**config.mk**
```make
export PLATFORM = sky130hd
export DESIGN_NAME = axi_arbiter_w
export DESIGN_NICKNAME = d
export VERILOG_FILES = /design/src/rtl/axi_ic_pkg.sv /design/src/rtl/axi_rr_pick2.sv /design/src/rtl/axi_arbiter_w.sv
export SDC_FILE = /design/constraint.sdc
export NUM_CORES = 1
export LEC_CHECK = 0
export ABC_CLOCK_PERIOD_IN_PS = 2400
export BUFFER_PORTS_ARGS = -buffer_cell sky130_fd_sc_hd__buf_2
export CORE_ASPECT_RATIO = 0.75
export CORE_MARGIN = 1
export CORE_UTILIZATION = 35
export CTS_CLUSTER_DIAMETER = 200
export DETAILED_ROUTE_END_ITERATION = 10
export MAX_ROUTING_LAYER = met4
export PLACE_DENSITY = 0.55
export SLEW_MARGIN = 20
export SYNTH_ARGS = -nofsm -noshare
export SYNTH_HDL_FRONTEND = slang
export SYNTH_SLANG_ARGS = --single-unit
```
**constraint.sdc**
```tcl
create_clock -name ACLK -period 2.4 [get_ports ACLK]
set_input_delay 0.12 -clock ACLK [delete_from_list [all_inputs] [get_ports ACLK]]
set_output_delay 0.12 -clock ACLK [all_outputs]
set_load 0.005 [all_outputs]
```
**src/rtl/axi_ic_pkg.sv**
```systemverilog
// Shared types and helpers for the 2-master AXI interconnect arbiters.
package axi_ic_pkg;

  localparam int NUM_MASTERS = 2;

  typedef enum logic [1:0] {
    WA_IDLE = 2'd0,
    WA_DATA = 2'd1,
    WA_RESP = 2'd2
  } axi_wr_arb_state_e;

  // Index of the master owning a one-hot 2-way grant.
  function automatic logic gnt_idx(input logic [NUM_MASTERS-1:0] gnt);
    return gnt[1];
  endfunction

endpackage

```
**src/rtl/axi_rr_pick2.sv**
```systemverilog
// Combinational 2-way picker: a sole requester wins; ties go to the master that
// did not own the bus last (rr_en_i=1) or to master 0 (rr_en_i=0).
module axi_rr_pick2
  import axi_ic_pkg::*;
(
  input  logic [NUM_MASTERS-1:0] req_i,
  input  logic                   last_i,
  input  logic                   rr_en_i,
  output logic [NUM_MASTERS-1:0] gnt_o
);

  // Winner selection
  always_comb begin
    gnt_o = 2'b00;
    case (req_i)
      2'b01:   gnt_o = 2'b01;
      2'b10:   gnt_o = 2'b10;
      2'b11: begin
        if (rr_en_i && !last_i) begin
          gnt_o = 2'b10;
        end else begin
          gnt_o = 2'b01;
        end
      end
      default: gnt_o = 2'b00;
    endcase
  end

endmodule

```
**src/rtl/axi_arbiter_w.sv**
```systemverilog
// Write-path arbiter: grants one master for a whole AW/W/B transaction, with
// round-robin or fixed priority and an optional hold watchdog.
module axi_arbiter_w
  import axi_ic_pkg::*;
#(
  parameter int RR_EN    = 1,
  parameter int HOLD_MAX = 256
) (
  input  logic ACLK,
  input  logic ARESETn,
  input  logic m0_AWVALID,
  input  logic m1_AWVALID,
  input  logic s_AWVALID,
  input  logic m_AWREADY,
  input  logic s_WVALID,
  input  logic s_WLAST,
  input  logic m_WREADY,
  input  logic m_BVALID,
  input  logic s_BREADY,
  output logic m0_wgrnt,
  output logic m1_wgrnt,
  output logic wr_busy,
  output logic wr_timeout
);

  localparam int              CNT_W   = (HOLD_MAX > 1) ? $clog2(HOLD_MAX) : 1;
  localparam logic [CNT_W-1:0] CNT_MAX = {CNT_W{1'b1}};
  localparam logic [CNT_W-1:0] CNT_LIM = (HOLD_MAX > 0) ? CNT_W'(HOLD_MAX - 1) : CNT_MAX;
  localparam logic            WD_EN   = (HOLD_MAX > 0);
  localparam logic            RR_ON   = (RR_EN != 0);

  axi_wr_arb_state_e       state_q, state_d;
  logic [NUM_MASTERS-1:0]  gnt_q, gnt_d;
  logic                    last_q, last_d;
  logic                    aw_done_q, aw_done_d;
  logic                    w_done_q, w_done_d;
  logic                    busy_q, busy_d;
  logic                    tmo_q, tmo_d;
  logic [CNT_W-1:0]        cnt_q, cnt_d;

  logic [NUM_MASTERS-1:0]  req_s, pick_s;
  logic                    aw_hs_s, wlast_hs_s, b_hs_s, wd_hit_s;

  assign req_s      = {m1_AWVALID, m0_AWVALID};
  assign aw_hs_s    = s_AWVALID & m_AWREADY;
  assign wlast_hs_s = s_WVALID & m_WREADY & s_WLAST;
  assign b_hs_s     = m_BVALID & s_BREADY;
  assign wd_hit_s   = WD_EN && (state_q != WA_IDLE) && (cnt_q == CNT_LIM);

  axi_rr_pick2 u_pick (
    .req_i   (req_s),
    .last_i  (last_q),
    .rr_en_i (RR_ON),
    .gnt_o   (pick_s)
  );

  // Next-state, grant, flag and watchdog logic
  always_comb begin
    state_d   = state_q;
    gnt_d     = gnt_q;
    last_d    = last_q;
    aw_done_d = aw_done_q;
    w_done_d  = w_done_q;
    cnt_d     = cnt_q;
    tmo_d     = 1'b0;

    case (state_q)
      WA_IDLE: begin
        cnt_d = {CNT_W{1'b0}};
        if (|req_s) begin
          gnt_d   = pick_s;
          state_d = WA_DATA;
        end else begin
          gnt_d   = 2'b00;
        end
      end
      WA_DATA: begin
        aw_done_d = aw_done_q | aw_hs_s;
        w_done_d  = w_done_q | wlast_hs_s;
        if (cnt_q != CNT_MAX) begin
          cnt_d = cnt_q + {{(CNT_W-1){1'b0}}, 1'b1};
        end else begin
          cnt_d = cnt_q;
        end
        if (aw_done_d && w_done_d) begin
          state_d = WA_RESP;
        end else begin
          state_d = WA_DATA;
        end
      end
      WA_RESP: begin
        if (b_hs_s) begin
          state_d   = WA_IDLE;
          gnt_d     = 2'b00;
          last_d    = gnt_idx(gnt_q);
          aw_done_d = 1'b0;
          w_done_d  = 1'b0;
          cnt_d     = {CNT_W{1'b0}};
        end else if (cnt_q != CNT_MAX) begin
          cnt_d = cnt_q + {{(CNT_W-1){1'b0}}, 1'b1};
        end else begin
          cnt_d = cnt_q;
        end
      end
      default: begin
        state_d   = WA_IDLE;
        gnt_d     = 2'b00;
        aw_done_d = 1'b0;
        w_done_d  = 1'b0;
        cnt_d     = {CNT_W{1'b0}};
      end
    endcase

    // A completing B handshake wins over a watchdog hit in the same cycle.
    if (wd_hit_s && !((state_q == WA_RESP) && b_hs_s)) begin
      state_d   = WA_IDLE;
      gnt_d     = 2'b00;
      last_d    = gnt_idx(gnt_q);
      aw_done_d = 1'b0;
      w_done_d  = 1'b0;
      cnt_d     = {CNT_W{1'b0}};
      tmo_d     = 1'b1;
    end else begin
      tmo_d     = 1'b0;
    end

    busy_d = |gnt_d;
  end

  // State and output registers
  always_ff @(posedge ACLK or negedge ARESETn) begin
    if (!ARESETn) begin
      state_q   <= WA_IDLE;
      gnt_q     <= 2'b00;
      last_q    <= 1'b1;
      aw_done_q <= 1'b0;
      w_done_q  <= 1'b0;
      busy_q    <= 1'b0;
      tmo_q     <= 1'b0;
      cnt_q     <= {CNT_W{1'b0}};
    end else begin
      state_q   <= state_d;
      gnt_q     <= gnt_d;
      last_q    <= last_d;
      aw_done_q <= aw_done_d;
      w_done_q  <= w_done_d;
      busy_q    <= busy_d;
      tmo_q     <= tmo_d;
      cnt_q     <= cnt_d;
    end
  end

  assign m0_wgrnt   = gnt_q[0];
  assign m1_wgrnt   = gnt_q[1];
  assign wr_busy    = busy_q;
  assign wr_timeout = tmo_q;

endmodule

```
---- After elaboration in Yosys (flattened, before gate mapping) ----
Index checks and enable logic that the tools add are counted.
storage, ports and cells
  flip-flop bits (word level) ............. 17
  latch bits .............................. 0
  bits in writable memories ............... 0
  bits in read-only memories .............. 0
  bits of input ports ..................... 11
  output and inout bits ................... 4
  logic and storage cells ................. 63
  memories kept ........................... 0
cells by class
  add/sub/neg operators ................... 1
  multiply operators ...................... 0
  divide/modulo/power cells ............... 0
  $lt $le $gt $ge ......................... 0
  equality and inequality tests ........... 10
  shift-type cells ........................ 0
  mux-type cells .......................... 24
  bitwise logic cells ..................... 6
  reduce and logical (&&, ||, !) cells .... 14
operators with widths
  cell                 count
  $mux 8               3
  $pmux 2 s3           3
  $mux 2               8
  $pmux 8 s2           1
  $add 8x1->8 const B  1
  $eq 8x8->1 const B   1
  $ne 8x8->1 const B   1
  $mux 1               7
  $eq 2x2->1 const B   3
  $pmux 1 s3           2
  $reduce_and 2->1     3
  $reduce_bool 2->1    3
  $and 1x1->1          4
  $eq 2x1->1 const B   2
  $logic_and 1x1->1    4
  $reduce_or 2->1      2
  $ne 3x2->1 const B   1
  $ne 3x3->1 const B   1
  $logic_not 2->1      1
  $ne 2x2->1 const B   1
  $or 1x1->1           2
  $logic_not 1->1      1

---- Longest topological paths before layout ----
  depth after elaboration ................. 7
  mapped depth ............................ 7
  depth with buffers taken out ............ 6

---- Cells and area by module ----
A second synthesis with hierarchy kept.
second synthesis, totals
  cells, all modules ...................... 96
  area total of the unflattened synthesis .. 999.7 µm²
by module, submodules not included
  module         times used  cells each  area an instance (µm²)  sequential area each (µm²)
  axi_arbiter_w  1           92          969.7                   426.7
  axi_rr_pick2   1           4           30.0                    0.0

---- Least setup slack after synthesis ----
No wires, ideal clock.
  path type ............................... register -> register
  start point ............................. register state_q[0]
  end point ............................... register cnt_q[5]
  setup time .............................. 0.126 ns
  arrival ................................. 1.688 ns
  required time ........................... 2.274 ns
  path slack .............................. 0.587 ns
  stages on the path, launching flop included .. 8
  buffers on the path ..................... 1
  period minus slack after synthesis ...... 1.813 ns
  path through ............................ dfrtp_1 inv_1 ha_1 clkbuf_2 a31o_2 nor3_1 nand3b_2 nor3_1
between the ends
  longest elaborated chain between the ends .. 5
  elaborated cells on any way between the ends .. 9
  classes of those cells .................. eq/ne (2); mux (2); reduce/logical (5)
ends and longest elaborated chain
  element                   RTL line                                   source
  start: declaration        axi_arbiter_w.sv:32                        axi_wr_arb_state_e state_q, state_d;
  start signal: assignment  axi_arbiter_w.sv:142                       state_q <= state_d;
  $eq 2x2->1                axi_arbiter_w.sv:67, axi_arbiter_w.sv:115
  $logic_and 1x1->1         axi_arbiter_w.sv:115                       if (wd_hit_s && !((state_q == WA_RESP) && b_hs_s)) begin
  $logic_not 1->1           axi_arbiter_w.sv:115
  $logic_and 1x1->1         axi_arbiter_w.sv:115
  $mux 8 (*)                axi_arbiter_w.sv:115
  named net cnt_d[5]        axi_arbiter_w.sv:39                        logic [CNT_W-1:0] cnt_q, cnt_d;
  end signal: assignment    axi_arbiter_w.sv:140                       cnt_q <= {CNT_W{1'b0}};
  end signal: assignment    axi_arbiter_w.sv:149                       cnt_q <= cnt_d;
  end: declaration          axi_arbiter_w.sv:39
The timed path passes the listed nets; every way through them passes the cells marked *.
A chain may end at the register's enable or synchronous reset.

---- Worst setup path after layout ----
  start point ............................. register cnt_q[0]
  end point ............................... register last_q
between the ends
  longest elaborated chain between the ends .. 5
  elaborated cells on any way between the ends .. 7
  classes of those cells .................. eq/ne (1); mux (1); reduce/logical (5)
ends and longest elaborated chain
  element                      RTL line              source
  $eq 8x8->1 (*)               axi_arbiter_w.sv:48   assign wd_hit_s = WD_EN && (state_q != WA_IDLE) && (cnt_q == CNT_LIM);
  $logic_and 1x1->1 (*)        axi_arbiter_w.sv:48
  $logic_and 1x1->1 (*)        axi_arbiter_w.sv:115
  $reduce_bool 2->1 (no line)  n/a
  $reduce_and 2->1 (no line)   n/a
  end signal: assignment       axi_arbiter_w.sv:144  last_q <= last_d;
  end: declaration             axi_arbiter_w.sv:34   logic last_q, last_d;
Mark *: on every way between the ends. The rest lies on a longest branch, timed or not.

==> results.tsv <==
metric	value	unit
core_area	2380	µm²
sw_frac_of_total	39.4	%
clk_path_buf_depth	2	
dp_cells	136	
finalWorstSetupSlack	0.447	ns
drv_cap	0	
switchingPower	398	µW
insertedDiodeCount	0	
tightest_slew	0.385	ns
insertion_delay	0.29	ns
nets	124	
use_met3	5.34	%
fin_skew	0.00624	ns
synth.distinct_cells	34	
num_vias	753	
async_flop_share	100	%
critPathLaunchType	flop	
fin_crit_sh	81.4	%
synth_top_area_share	43.9	%
timing.fmax	512	MHz
synthCells	89	
globalplace.congestion	0.963	
numClockSinks	17	
synthesis.nets	105	
whs	0.164	ns
fin_area	1050	µm²
drive_gt1_share	24.3	%
netlist_area	912	µm²
comb_power_share	42.2	%
first_pass_iters	4	
dpl_cell_area	1020	µm²
outcome	completed	
clkPwrFrac	15.3	%
p_total	1.01	mW
grt_busiest_layer	met1	
synth_ff_type	dfrtp_1	
dpl.hpwl	1.37	mm
io_pins	15	
use_met2	21.5	%
ir_drop	0.000353	V
area_delta_synth_final	15.5	%
register_area	427	µm²
root_buffer	clkbuf_4	
globalRouteOverflowTotal	0	
grt_pass1_vias	703	
path_class	flop to flop	
setup_viol	0	
share_seq_of_total_power	42.5	%
crit_path_end_kind	flop	
fin_crit	1.95	ns
wirelength	1.84	mm
post_cts_buffers	0	
relSlewSlack	74.1	%
slew_viol_final	0	
arrival	2.18	ns
fin_tns_setup	0	ns
cts_inserted_buffers	3	
clk_pin_slew_worst_paths	0.10	ns
antenna_left	0	
cp_max_fo	8	
synth_edf_count	0	
fp.dieW	60.9	µm
dieArea	2820	µm²
initial_utilization	38.3	%
use_met1	21.6	%
die_h	46.2	µm
synth_most_common_cell	dfrtp_1	
dr.first_iter.drc_count	29	
power_density	960	nW/µm²
p_int	613	µW
vias_per_cell	5.34	
ys_ff_latch	17	
power_leakage	0.493	nW
port_buffers	14	
stdcell_count	141	
avgSynthCellArea	10.2	µm²
fillers	243	
required	2.63	ns
htreeDepth	1	
rows	15	
grt_use_total	15.8	%
grt_max_degree	18	
synthTopCellsByArea	dfrtp_1 44%, ha_1 6.9%, nor2_1 4.1%	
antenna_found_initial	0	
drc	0	
cts_tree	done	
multi_input_area	462	µm²
synthTopCellsByCount	16 x dfrtp_1, 10 x nor2_1	
ys_seq_area_share	46.8	%
min_path_type	input port to flop	
utilization	44.2	%
grt_pass1_wl	3.08	mm
ys_warn_count	0	
place_ws	0.471	ns
rsz0062_at_grt	false	
synth_top_cell_by_area	dfrtp_1	
hold_viol	0	
wl_per_cell	13.1	µm
final timing paths:
kind,endpoint,cells past startpoint,start,slack (ns)
min reg2reg,aw_done_q,1,aw_done_q,0.51
max,last_q,5,cnt_q[0],0.45
min in group asynchronous,gnt_q[1],2,ARESETn,0.27
min,aw_done_q,3,m_AWREADY,0.16
max reg2reg,last_q,5,cnt_q[0],0.45
max in group asynchronous,last_q,2,ARESETn,1.82
sequential cells by signal (all words and copies together) (netlist names):
| register | count |
|---|---|
| aw_done_q | 1 |
| cnt_q | 8 |
| gnt_q | 2 |
| last_q | 1 |
| state_q | 2 |
| w_done_q | 1 |
| wr_busy | 1 |
| wr_timeout | 1 |
power groups by stage:
stage	clock, mW	combinational, mW	sequential [mW]
2_1_floorplan	0	0.313	0.423
3_3_place_gp	0	0.423	0.432
3_5_place_dp	0	0.423	0.436
4_1_cts	0.162	0.428	0.429
5_1_grt	0.177	0.483	0.442
6_report	0.155	0.427	0.430
cells by family after synthesis:
| group | count (synthesis) | share of synthesized area (%) |
|---|---|---|
| AO/OA/AOI/OAI | 27 | 20.9 |
| XOR/XNOR | 1 | 0.960 |
| adder cells (fa/ha/maj) | 5 | 6.86 |
| buffers and inverters | 4 | 2.61 |
| flip-flops | 17 | 46.8 |
| multiplexers | 3 | 3.43 |
| AND/OR/NAND/NOR | 32 | 18.5 |
what timing repair did:
action | 4_1_cts | 5_1_grt
gates resized for setup | 0 | 0
hold buffers | 1 | 0
endpoints found under the hold margin | 16 | 0
worst max-delay path: stages (launching register included):
cell      delay, ns
dfrtp_1        0.41
ha_1           0.23
nand3_1        0.18
or2_1          0.40
a221oi_2       0.33
mux2_1         0.35
area by class of cell:
class / count / area share, %
Multi-Input combinational cell: 68 / 43.8
Tap cell: 34 / 4.04
Sequential cell: 17 / 40.5
Clock inverter: 1 / 0.475
Inverter: 2 / 0.713
Timing Repair Buffer: 16 / 8.31
Clock buffer: 3 / 2.14
cell usage in the layout, fill, tap and decap left out, types with 2 or more instances in the layout:
cell,count
o21ai_0,5
a211oi_1,4
inv_1,2
dfrtp_1,16
o211ai_1,2
nor3_1,5
nor2_1,10
ha_1,5
a32oi_1,2
nand3_1,3
a31oi_1,3
a21oi_1,4
nand2_1,5
buf_2,14
clkbuf_4,3
o2bb2ai_1,2
mux2i_1,2
per-layer routing:
layer | wire, µm | part of all wire (%)
met2 | 736 | 40
met5 | 0 | 0
met4 | 27 | 1.5
met1 | 976 | 53
met3 | 102 | 5.5
Note: power is estimated with default switching activity, not from simulation.
